`src/rtl/serial_subtractor.sv`:
```
// Bit-serial subtractor: x - y - b_in, LSB first, one bit per clock; result and borrow after WIDTH cycles.
// Optional signed-overflow output ovf when SUB_OVERFLOW_EN is defined.
module serial_subtractor #(
  parameter int WIDTH = 32
) (
  input  logic             clk,
  input  logic             rst,
  input  logic             start,
  input  logic [WIDTH-1:0] x,
  input  logic [WIDTH-1:0] y,
  input  logic             b_in,
  output logic             busy,
  output logic             done,
  output logic [WIDTH-1:0] diff,
  output logic             b_out
`ifdef SUB_OVERFLOW_EN
  ,
  output logic             ovf
`endif
);

  localparam int CW = (WIDTH > 1) ? $clog2(WIDTH) : 1;

  typedef enum logic [1:0] {IDLE, BUSY, DONE} state_t;

  state_t           state_q;
  logic [WIDTH-1:0] x_q;
  logic [WIDTH-1:0] y_q;
  logic             borrow_q;
  logic [CW-1:0]    cnt_q;

  logic d_bit_d;
  logic borrow_d;
  logic last_d;

  assign d_bit_d  = x_q[0] ^ y_q[0] ^ borrow_q;
  assign borrow_d = (~x_q[0] & y_q[0]) | (~(x_q[0] ^ y_q[0]) & borrow_q);
  assign last_d   = (cnt_q == CW'(WIDTH - 1));

  // x_q doubles as the result accumulator: difference bits enter at the top as operand bits leave the bottom.
  always_ff @(posedge clk) begin
    if (rst) begin
      state_q  <= IDLE;
      x_q      <= '0;
      y_q      <= '0;
      borrow_q <= 1'b0;
      cnt_q    <= '0;
      busy     <= 1'b0;
      done     <= 1'b0;
      diff     <= '0;
      b_out    <= 1'b0;
`ifdef SUB_OVERFLOW_EN
      ovf      <= 1'b0;
`endif
    end else begin
      case (state_q)
        IDLE, DONE: begin
          done <= 1'b0;
          if (start) begin
            x_q      <= x;
            y_q      <= y;
            borrow_q <= b_in;
            cnt_q    <= '0;
            busy     <= 1'b1;
            state_q  <= BUSY;
          end else begin
            state_q  <= IDLE;
          end
        end
        BUSY: begin
          x_q      <= {d_bit_d, x_q[WIDTH-1:1]};
          y_q      <= y_q >> 1;
          borrow_q <= borrow_d;
          cnt_q    <= cnt_q + 1'b1;
          if (last_d) begin
            // On the last step x_q[0]/y_q[0] are the operand sign bits and d_bit_d is the result sign bit.
            diff    <= {d_bit_d, x_q[WIDTH-1:1]};
            b_out   <= borrow_d;
`ifdef SUB_OVERFLOW_EN
            ovf     <= (x_q[0] ^ y_q[0]) & (x_q[0] ^ d_bit_d);
`endif
            done    <= 1'b1;
            busy    <= 1'b0;
            state_q <= DONE;
          end
        end
        default: state_q <= IDLE;
      endcase
    end
  end

endmodule

```
`config.mk`:
```
export PLATFORM = sky130hd
export DESIGN_NAME = serial_subtractor
export DESIGN_NICKNAME = d
export VERILOG_FILES = /design/src/rtl/serial_subtractor.sv
export SDC_FILE = /design/constraint.sdc
export NUM_CORES = 1
export LEC_CHECK = 0
export CAP_MARGIN = 20
export CORE_MARGIN = 2
export CORE_UTILIZATION = 40
export CTS_CLUSTER_SIZE = 30
export DETAILED_ROUTE_END_ITERATION = 12
export PLACE_DENSITY = 0.75
export SYNTH_ARGS = -nofsm -noshare
export SYNTH_HDL_FRONTEND = slang
export SYNTH_SLANG_ARGS = --single-unit
```
`constraint.sdc`:
```
create_clock -name clk -period 1.7 [get_ports clk]
set_input_delay 0.34 -clock clk [delete_from_list [all_inputs] [get_ports clk]]
set_output_delay 0.34 -clock clk [all_outputs]
set_load 0.005 [all_outputs]
```
# Word-level counts from Yosys, hierarchy flattened
# Index checks and enable logic that the tools add are counted.
totals:
  output_inout_bits: 35
  word_cells: 45
  register_bits: 107
  input_bits: 68
op_classes:
  eq_ne: 5
  muxes: 16
  n_addsub: 1
  n_bitwise: 7
  n_reduce_logical: 7
ops:
  columns: ["cell", "n"]
  rows:
  - ["$pmux W32 S2", 2]
  - ["$mux W32", 2]
  - ["$pmux W5 S2", 1]
  - ["$pmux W1 S2", 3]
  - ["$reduce_and A2 Y1", 3]
  - ["$add A5 B1 Y5 const B", 1]
  - ["$eq A5 B5 Y1 const B", 1]
  - ["$mux W1", 5]
  - ["$mux W5", 1]
  - ["$ne A2 B2 Y1 const B", 2]
  - ["$pmux W2 S2", 1]
  - ["$reduce_and A3 Y1", 1]
  - ["$and A1 B1 Y1", 2]
  - ["$eq A2 B1 Y1 const B", 1]
  - ["$eq A2 B2 Y1 const B", 1]
  - ["$logic_not A2 Y1", 1]
  - ["$mux W2", 1]
  - ["$not A1 Y1", 2]
  - ["$reduce_bool A2 Y1", 1]
  - ["$reduce_or A2 Y1", 1]
  - ["$xor A1 B1 Y1", 2]
  - ["$or A1 B1 Y1", 1]

# Longest topological paths before layout
# Gate-level depths: netlist of the first run.
logic_depth:
  word_depth: 5
  ltp_mapped: 7
  ltp_nobuf: 6

# Worst setup path before layout of the first run
# Ideal clock, no wire load.
synth_path:
  path_kind: "reg-to-reg"
  from: "register cnt_q[0]"
  to: "register diff[10]"
  t_arrival_ps: 1549
  setup_ps: 59
  required_time_ps: 1641
  path_slack_ps: 92
  path_stages_with_launch: 8
  synth_period_minus_slack_ps: 1608
  path_buffers: 1
  path_cell_list: "dfxtp_1 ha_1 and3_1 ha_1 nand3b_1 nor2_2 buf_2 a22o_1"
synth_via:
  elab_chain_len: 2
synth_lines:
  columns: ["element", "line", "rtl"]
  rows:
  - ["start, declared", "30", "logic [CW-1:0] cnt_q;"]
  - ["start signal, assigned", "74", "cnt_q <= cnt_q + 1'b1;"]
  - ["$eq A5 B5 Y1", "38", "assign last_d = (cnt_q == CW'(WIDTH - 1));"]
  - ["$reduce_and A2 Y1 (no source line)", null, null]
  - ["end signal, assigned", "77", "diff <= {d_bit_d, x_q[WIDTH-1:1]};"]
  - ["end, declared", "14", "output logic [WIDTH-1:0] diff,"]
# Every way passes these cells.
# A chain may end at the register's enable or synchronous reset.

# Final worst setup path of the first run
layout_path:
  from: "register cnt_q[0]"
  to: "register diff[14]"
# Same word-level chain as after synthesis.

==> flow_metrics.py, run 1 <==
metrics = {
    "status": {
        "outcome": "finished, final reports clean",
    },
    "final_layout": {
        "final_common_cell": "dfxtp_1",
        "fin_util_pct": 56.5,
        "areaGrowthSynthToFinish_pct": 36.2,
        "final_cell_mix": "dfxtp_1, clkdlybuf4s50_1, a21oi_1",
        "antenna_cells": 0,
        "nets": 580,
        "drive_gt1_share_pct": 10.5,
        "fillers": 906,
    },
    "worst_setup_path": {
        "crit_start": "cnt_q[0]$_SDFFE_PP0P_",
        "crit_cells": 7,
        "crit_top_cell": "ha_4",
        "critPathKind": "reg -> reg",
        "crit_buf_inv": 2,
        "r2r_slack_ns": 0.04,
        "crit_arrival_ns": 1.97,
        "crit_fanout": 8,
        "cp-endpoint": "diff[14]$_SDFFE_PP0P_",
        "cp_slowest_stage_delay_ns": 0.35,
        "worstPathCellList": "ha_4 -> and3_4 -> ha_4 -> buf_4 -> a21oi_4 -> clkbuf_16 -> a22o_1",
        "r2r_cells": 7,
        "r2r-end": "diff[14]$_SDFFE_PP0P_",
        "setup.worst_path.end_class": "register",
        "crit_required_ns": 2.01,
        "critPathSlowestCell": "dfxtp_2",
        "critPathLaunchType": "register",
        "reg2reg_from": "cnt_q[0]$_SDFFE_PP0P_",
        "cp_top_family": "compound AO/OA/AOI/OAI gates",
    },
    "routing": {
        "routedWlPerCell_um": 16.3,
        "drt-total-wl_mm": 10.5,
        "via_count": 3654,
        "drc_errors": 0,
        "drtIter0Drc": 221,
        "dr.pass1.iters": 5,
        "routed_via_density": 5.66,
        "ant_nets": 0,
    },
    "synthesis": {
        "ys_warn_count": 0,
        "async_flop_share_pct": 0,
        "syn_area_per_cell_um2": 9.76,
        "ys_seq_area_share_pct": 52.6,
        "synth_cell_types": 27,
        "syn-num-nets": 488,
        "syn_inst": 417,
        "synth_area_um2": 4070,
        "synth_edf_count": 0,
        "synth-seq-cells": 107,
        "ys.flop_type": "dfxtp_1",
    },
    "timing": {
        "fin_setup_tns_ns": 0,
        "fmax_ghz": 0.601,
        "hold_violations": 0,
        "finalSetupViolCount": 0,
        "relSlewSlack_pct": 73.8,
        "finalMaxSlewViolations": 0,
        "post-route-period-util_pct": 97.8,
        "fin_crit_ns": 1.66,
        "worstMarginPinSlew_ns": 0.393,
        "skew_ns": 0.0137,
    },
    "cts": {
        "clkTransAtPathRegs_ns": 0.10,
        "numCtsBuffers": 9,
        "tritoncts": "yes",
        "clock_sinks": 107,
        "clk_latency_ns": 0.36,
        "htreeDepth": 3,
        "clock-root-buffer": "clkbuf_8",
        "clockBufferDepth": 2,
    },
    "power": {
        "ir_worst_vdd_uv": 486,
        "power.density_nw_per_um2": 862,
        "cellLeakagePower_nw": 1.97,
    },
    "floorplan": {
        "die_area_um2": 11000,
        "core-area_um2": 9820,
        "die_height_um": 105,
        "std_cell_rows": 36,
        "die_w_um": 105,
        "ios": 103,
        "start_util_pct": 41.5,
    },
    "grt": {
        "grt_pass1_wl_mm": 16.1,
        "grtUsageTotal_pct": 17.8,
        "grt_overflow": 0,
        "grt_pass1_vias": 3232,
        "antenna_found_initial": 0,
        "grt_max_degree": 37,
    },
    "place": {
        "portBuffers": 102,
        "dp_hpwl_mm": 6.65,
        "gp_congestion": 0.781,
    },
    "worst_hold_path": {
        "hold_class": "in -> reg",
    },
    "run": {
        "drv_cap": 0,
    },
}
-- timing repair --
action	CTS	global route
hold buffers	0	0
setup endpoints to repair	0	33
setup buffers	0	3
resized for setup	0	8
-- cell families (layout without fill, tap and decap cells) --
| logic type | after synthesis | count (layout) | share of synthesized area [%] |
|---|---|---|---|
| muxes | 2 | 2 | 0.645 |
| AOI/OAI and AO/OA | 171 | 171 | 28.4 |
| and+or+nand+nor | 85 | 85 | 10.8 |
| buffers and inverters | 49 | 145 | 6.42 |
| adders and majority gates | 3 | 3 | 1.11 |
| DFF | 107 | 107 | 52.6 |
-- final cells by class --
type | instances | area, um^2 | share of cell area [%]
Clock buffer | 9 | 124 | 2.23
Clock inverter | 6 | 48.8 | 0.880
Inverter | 3 | 11.3 | 0.203
Multi-Input combinational cell | 261 | 1720 | 30.9
Sequential cell | 107 | 2140 | 38.7
Tap cell | 133 | 166 | 3.00
Timing Repair Buffer | 127 | 1340 | 24.1
-- worst min-delay path by stage --
stage	start	to	slack (ns)	depth (start not counted)
global route	rst	cnt_q[2]$_SDFFE_PP0P_	0.29	2
finish	rst	cnt_q[2]$_SDFFE_PP0P_	0.30	2
CTS	rst	cnt_q[2]$_SDFFE_PP0P_	0.27	2
floorplan	borrow_q$_SDFFE_PP0P_	borrow_q$_SDFFE_PP0P_	0.45	2
detailed placement	done$_SDFFE_PP0P_	done$_SDFFE_PP0P_	0.46	2
global placement	y_q[12]$_SDFFE_PP0P_	y_q[12]$_SDFFE_PP0P_	0.45	2
-- synthesized netlist by cell type, drive strengths merged (3+ instances only) --
master  count  area, um^2
a22o       33         289
nand2b      3        18.8
a21oi      72         372
inv         3        11.3
nor2        4        17.5
buf        31         194
nand2       4        15.0
dfxtp     107        2140
clkbuf     15        56.3
nand3      68         340
a22oi      64         480
-- worst reg2reg max path: stages (launching register included) --
cell       delay [ns]
dfxtp_2          0.35
ha_4             0.16
and3_4           0.18
ha_4             0.15
buf_4            0.14
a21oi_4          0.28
clkbuf_16        0.23
a22o_1           0.14
-- registers in the layout (all words and copies together), names as in the netlist --
| register | count |
|---|---|
| diff | 32 |
| x_q | 32 |
| y_q | 32 |
| cnt_q | 5 |
| state_q | 2 |
| b_out | 1 |
| borrow_q | 1 |
| busy | 1 |
| done | 1 |
-- where the power goes --
part / switching [mW] / leakage [nW] / internal (mW) / total (mW)
clock network: 0.865 / 0.0787 / 0.541 / 1.41
registers: 0.0801 / 0.874 / 2.62 / 2.70
logic: 0.337 / 1.02 / 0.333 / 0.671
-- through the flow --
stage	cell area (um^2)	instances	hold slack [ns]	worst slack, ns	power (mW)
after floorplan	4070	417	0.448	0.0924	3.12
after CTS	5400	639	0.271	0.0422	4.79
final	5550	646	0.301	0.0369	4.78
after global placement	5230	624	0.454	0.0814	3.38
after global routing	5550	646	0.287	-0.0245	5.01
after detailed placement	5230	624	0.456	0.0181	3.40
-- per-layer routing --
layer	global-route usage (%)	up-vias	wire length [um]	share of wire, %
met3	5.12	17	730	6.9
li1	-	1747	-	-
met4	5.71	0	191	1.8
met5	0	-	0	0
met2	29.0	158	5250	50
met1	22.8	1732	4360	41
Power figures use the tool's default switching activity.
==> inputs of run 2 (changes only) <==
--- a/config.mk
+++ b/config.mk
@@ -11,6 +11,7 @@
 export CTS_CLUSTER_SIZE = 30
 export DETAILED_ROUTE_END_ITERATION = 12
 export PLACE_DENSITY = 0.75
+export SKIP_CTS_REPAIR_TIMING = 1
 export SYNTH_ARGS = -nofsm -noshare
 export SYNTH_HDL_FRONTEND = slang
 export SYNTH_SLANG_ARGS = --single-unit
==> results of run 2 <==
No change in the layout: final DEF, timing and power equal those of run 1.
==> inputs of run 3 (changes only) <==
--- a/config.mk
+++ b/config.mk
@@ -10,7 +10,7 @@
 export CORE_UTILIZATION = 40
 export CTS_CLUSTER_SIZE = 30
 export DETAILED_ROUTE_END_ITERATION = 12
-export PLACE_DENSITY = 0.75
+export PLACE_DENSITY = 0.72
 export SKIP_CTS_REPAIR_TIMING = 1
 export SYNTH_ARGS = -nofsm -noshare
 export SYNTH_HDL_FRONTEND = slang
==> constraint.sdc (replaced) <==
create_clock -name clk -period 1.65 [get_ports clk]
set_input_delay 0.33 -clock clk [delete_from_list [all_inputs] [get_ports clk]]
set_output_delay 0.33 -clock clk [all_outputs]
set_load 0.005 [all_outputs]
==> run 3 against run 2 <==
Effect of this change: global-route usage grew 0.31 points; the run now ends with setup timing left; critical path type unchanged; critical endpoint is now diff[31]$_SDFFE_PP0P_; sequential power rose by 3%; combinational power rose by 1%.
==> flow_metrics.py, run 3 (same netlist as run 1, synthesis figures left out) <==
metrics = {
    "status": {
        "outcome": "complete, but fails checks",
        "violations": "setup timing",
    },
    "floorplan": {
        "die_height_um": 105,
        "die_area_um2": 11000,
        "die_w_um": 105,
        "start_util_pct": 41.5,
        "std_cell_rows": 36,
        "core-area_um2": 9820,
        "ios": 103,
    },
    "grt": {
        "grtUsageTotal_pct": 18.1,
        "grt_pass1_vias": 3400,
        "grt_max_degree": 43,
        "grt_overflow": 0,
        "grt_pass1_wl_mm": 16.5,
        "antenna_found_initial": 1,
    },
    "cts": {
        "clock_sinks": 107,
        "clock-root-buffer": "clkbuf_8",
        "tritoncts": "yes",
        "htreeDepth": 3,
        "clk_latency_ns": 0.37,
        "numCtsBuffers": 9,
        "clkTransAtPathRegs_ns": 0.10,
        "clockBufferDepth": 2,
    },
    "place": {
        "placedCellCount": 625,
        "dp_hpwl_mm": 6.69,
        "dp_slack_ns": 0.00269,
        "portBuffers": 102,
        "post_dp_cell_area_um2": 5230,
        "gp_congestion": 0.750,
    },
    "timing": {
        "skew_ns": 0.0157,
        "fmax_ghz": 0.601,
        "finalSetupViolCount": 15,
        "fin_crit_ns": 1.66,
        "worstMarginPinSlew_ns": 0.446,
        "fin_setup_tns_ns": -0.103,
        "hold_violations": 0,
        "rsz0062_at_grt": "true",
        "finalMaxSlewViolations": 0,
        "post-route-period-util_pct": 101,
        "relSlewSlack_pct": 70.3,
        "setup_ws_ns": -0.0144,
    },
    "power": {
        "cellLeakagePower_nw": 1.98,
        "power_mw": 5.08,
        "power.density_nw_per_um2": 913,
        "ir_worst_vdd_uv": 470,
    },
    "final_layout": {
        "drive_gt1_share_pct": 10.5,
        "fin_cells": 647,
        "top_regs": "diff (32), x_q (32), y_q (32)",
        "areaGrowthSynthToFinish_pct": 36.9,
        "final_common_cell": "dfxtp_1",
        "nets": 580,
        "final_cell_mix": "dfxtp_1, clkdlybuf4s50_1, a21oi_1",
        "design_area_um2": 5570,
    },
    "routing": {
        "routedWlPerCell_um": 16.5,
        "dr.pass1.iters": 5,
        "via_count": 3635,
        "drt-total-wl_mm": 10.7,
        "routed_via_density": 5.62,
        "drc_errors": 0,
        "ant_nets": 0,
        "drtIter0Drc": 261,
    },
    "worst_setup_path": {
        "crit_required_ns": 1.91,
        "r2r_cells": 8,
        "crit_arrival_ns": 1.93,
        "critPathKind": "reg -> reg",
        "crit_fanout": 8,
        "r2r_slack_ns": -0.01,
        "setup.worst_path.end_class": "register",
        "critPathLaunchType": "register",
    },
    "worst_hold_path": {
        "hold_class": "in -> reg",
        "holdPathStages": 2,
    },
    "run": {
        "drv_cap": 0,
    },
}
-- run 3: stage by stage --
| stage | hold slack, ns | util, % |
|---|---|---|
| 2_1_floorplan | 0.448 | - |
| 3_3_place_gp | 0.453 | 53.3 |
| 3_5_place_dp | 0.459 | 53.3 |
| 4_1_cts | 0.277 | 55.3 |
| 5_1_grt | 0.302 | 56.7 |
| 6_report | 0.310 | 56.7 |
-- run 3: cell type report --
type / count / area (um^2)
multi-input cells: 261 / 1720
repair buffers: 127 / 1330
clock inverters: 6 / 73.8
clock buffers: 9 / 124
inverters: 3 / 11.3
diodes: 1 / 2.50
fillers: 884 / 4250
well taps: 133 / 166
flip-flops and latches: 107 / 2140
-- run 3: path summary, 6_finish.rpt --
check                             start                 endpoint
setup / recovery  cnt_q[0]$_SDFFE_PP0P_    diff[31]$_SDFFE_PP0P_
hold / removal                      rst  state_q[0]$_SDFFE_PP0P_
setup reg to reg  cnt_q[0]$_SDFFE_PP0P_    diff[31]$_SDFFE_PP0P_
hold reg to reg    y_q[29]$_SDFFE_PP0P_     y_q[29]$_SDFFE_PP0P_
-- run 3: per-layer routing --
layer	part of all wire (%)	GRT usage [%]
met5	0	0
met3	6.1	5.05
met1	42	23.3
met4	0.94	4.57
met2	51	30.1
-- run 3: worst max-delay path, cell delays in order, from the launching register on --
cell and delay, ns:
dfxtp_2 0.35, ha_4 0.15, and3_4 0.18, ha_4 0.16
nand3b_1 0.18, nor2_4 0.07, buf_12 0.14, clkbuf_16 0.16
a22o_1 0.17
-- run 3: report_power, final --
part	internal, mW	leakage (nW)	switching (mW)
logic	0.334	1.01	0.346
clock network	0.713	0.0938	0.909
registers	2.70	0.874	0.0805
total	3.75	1.98	1.34
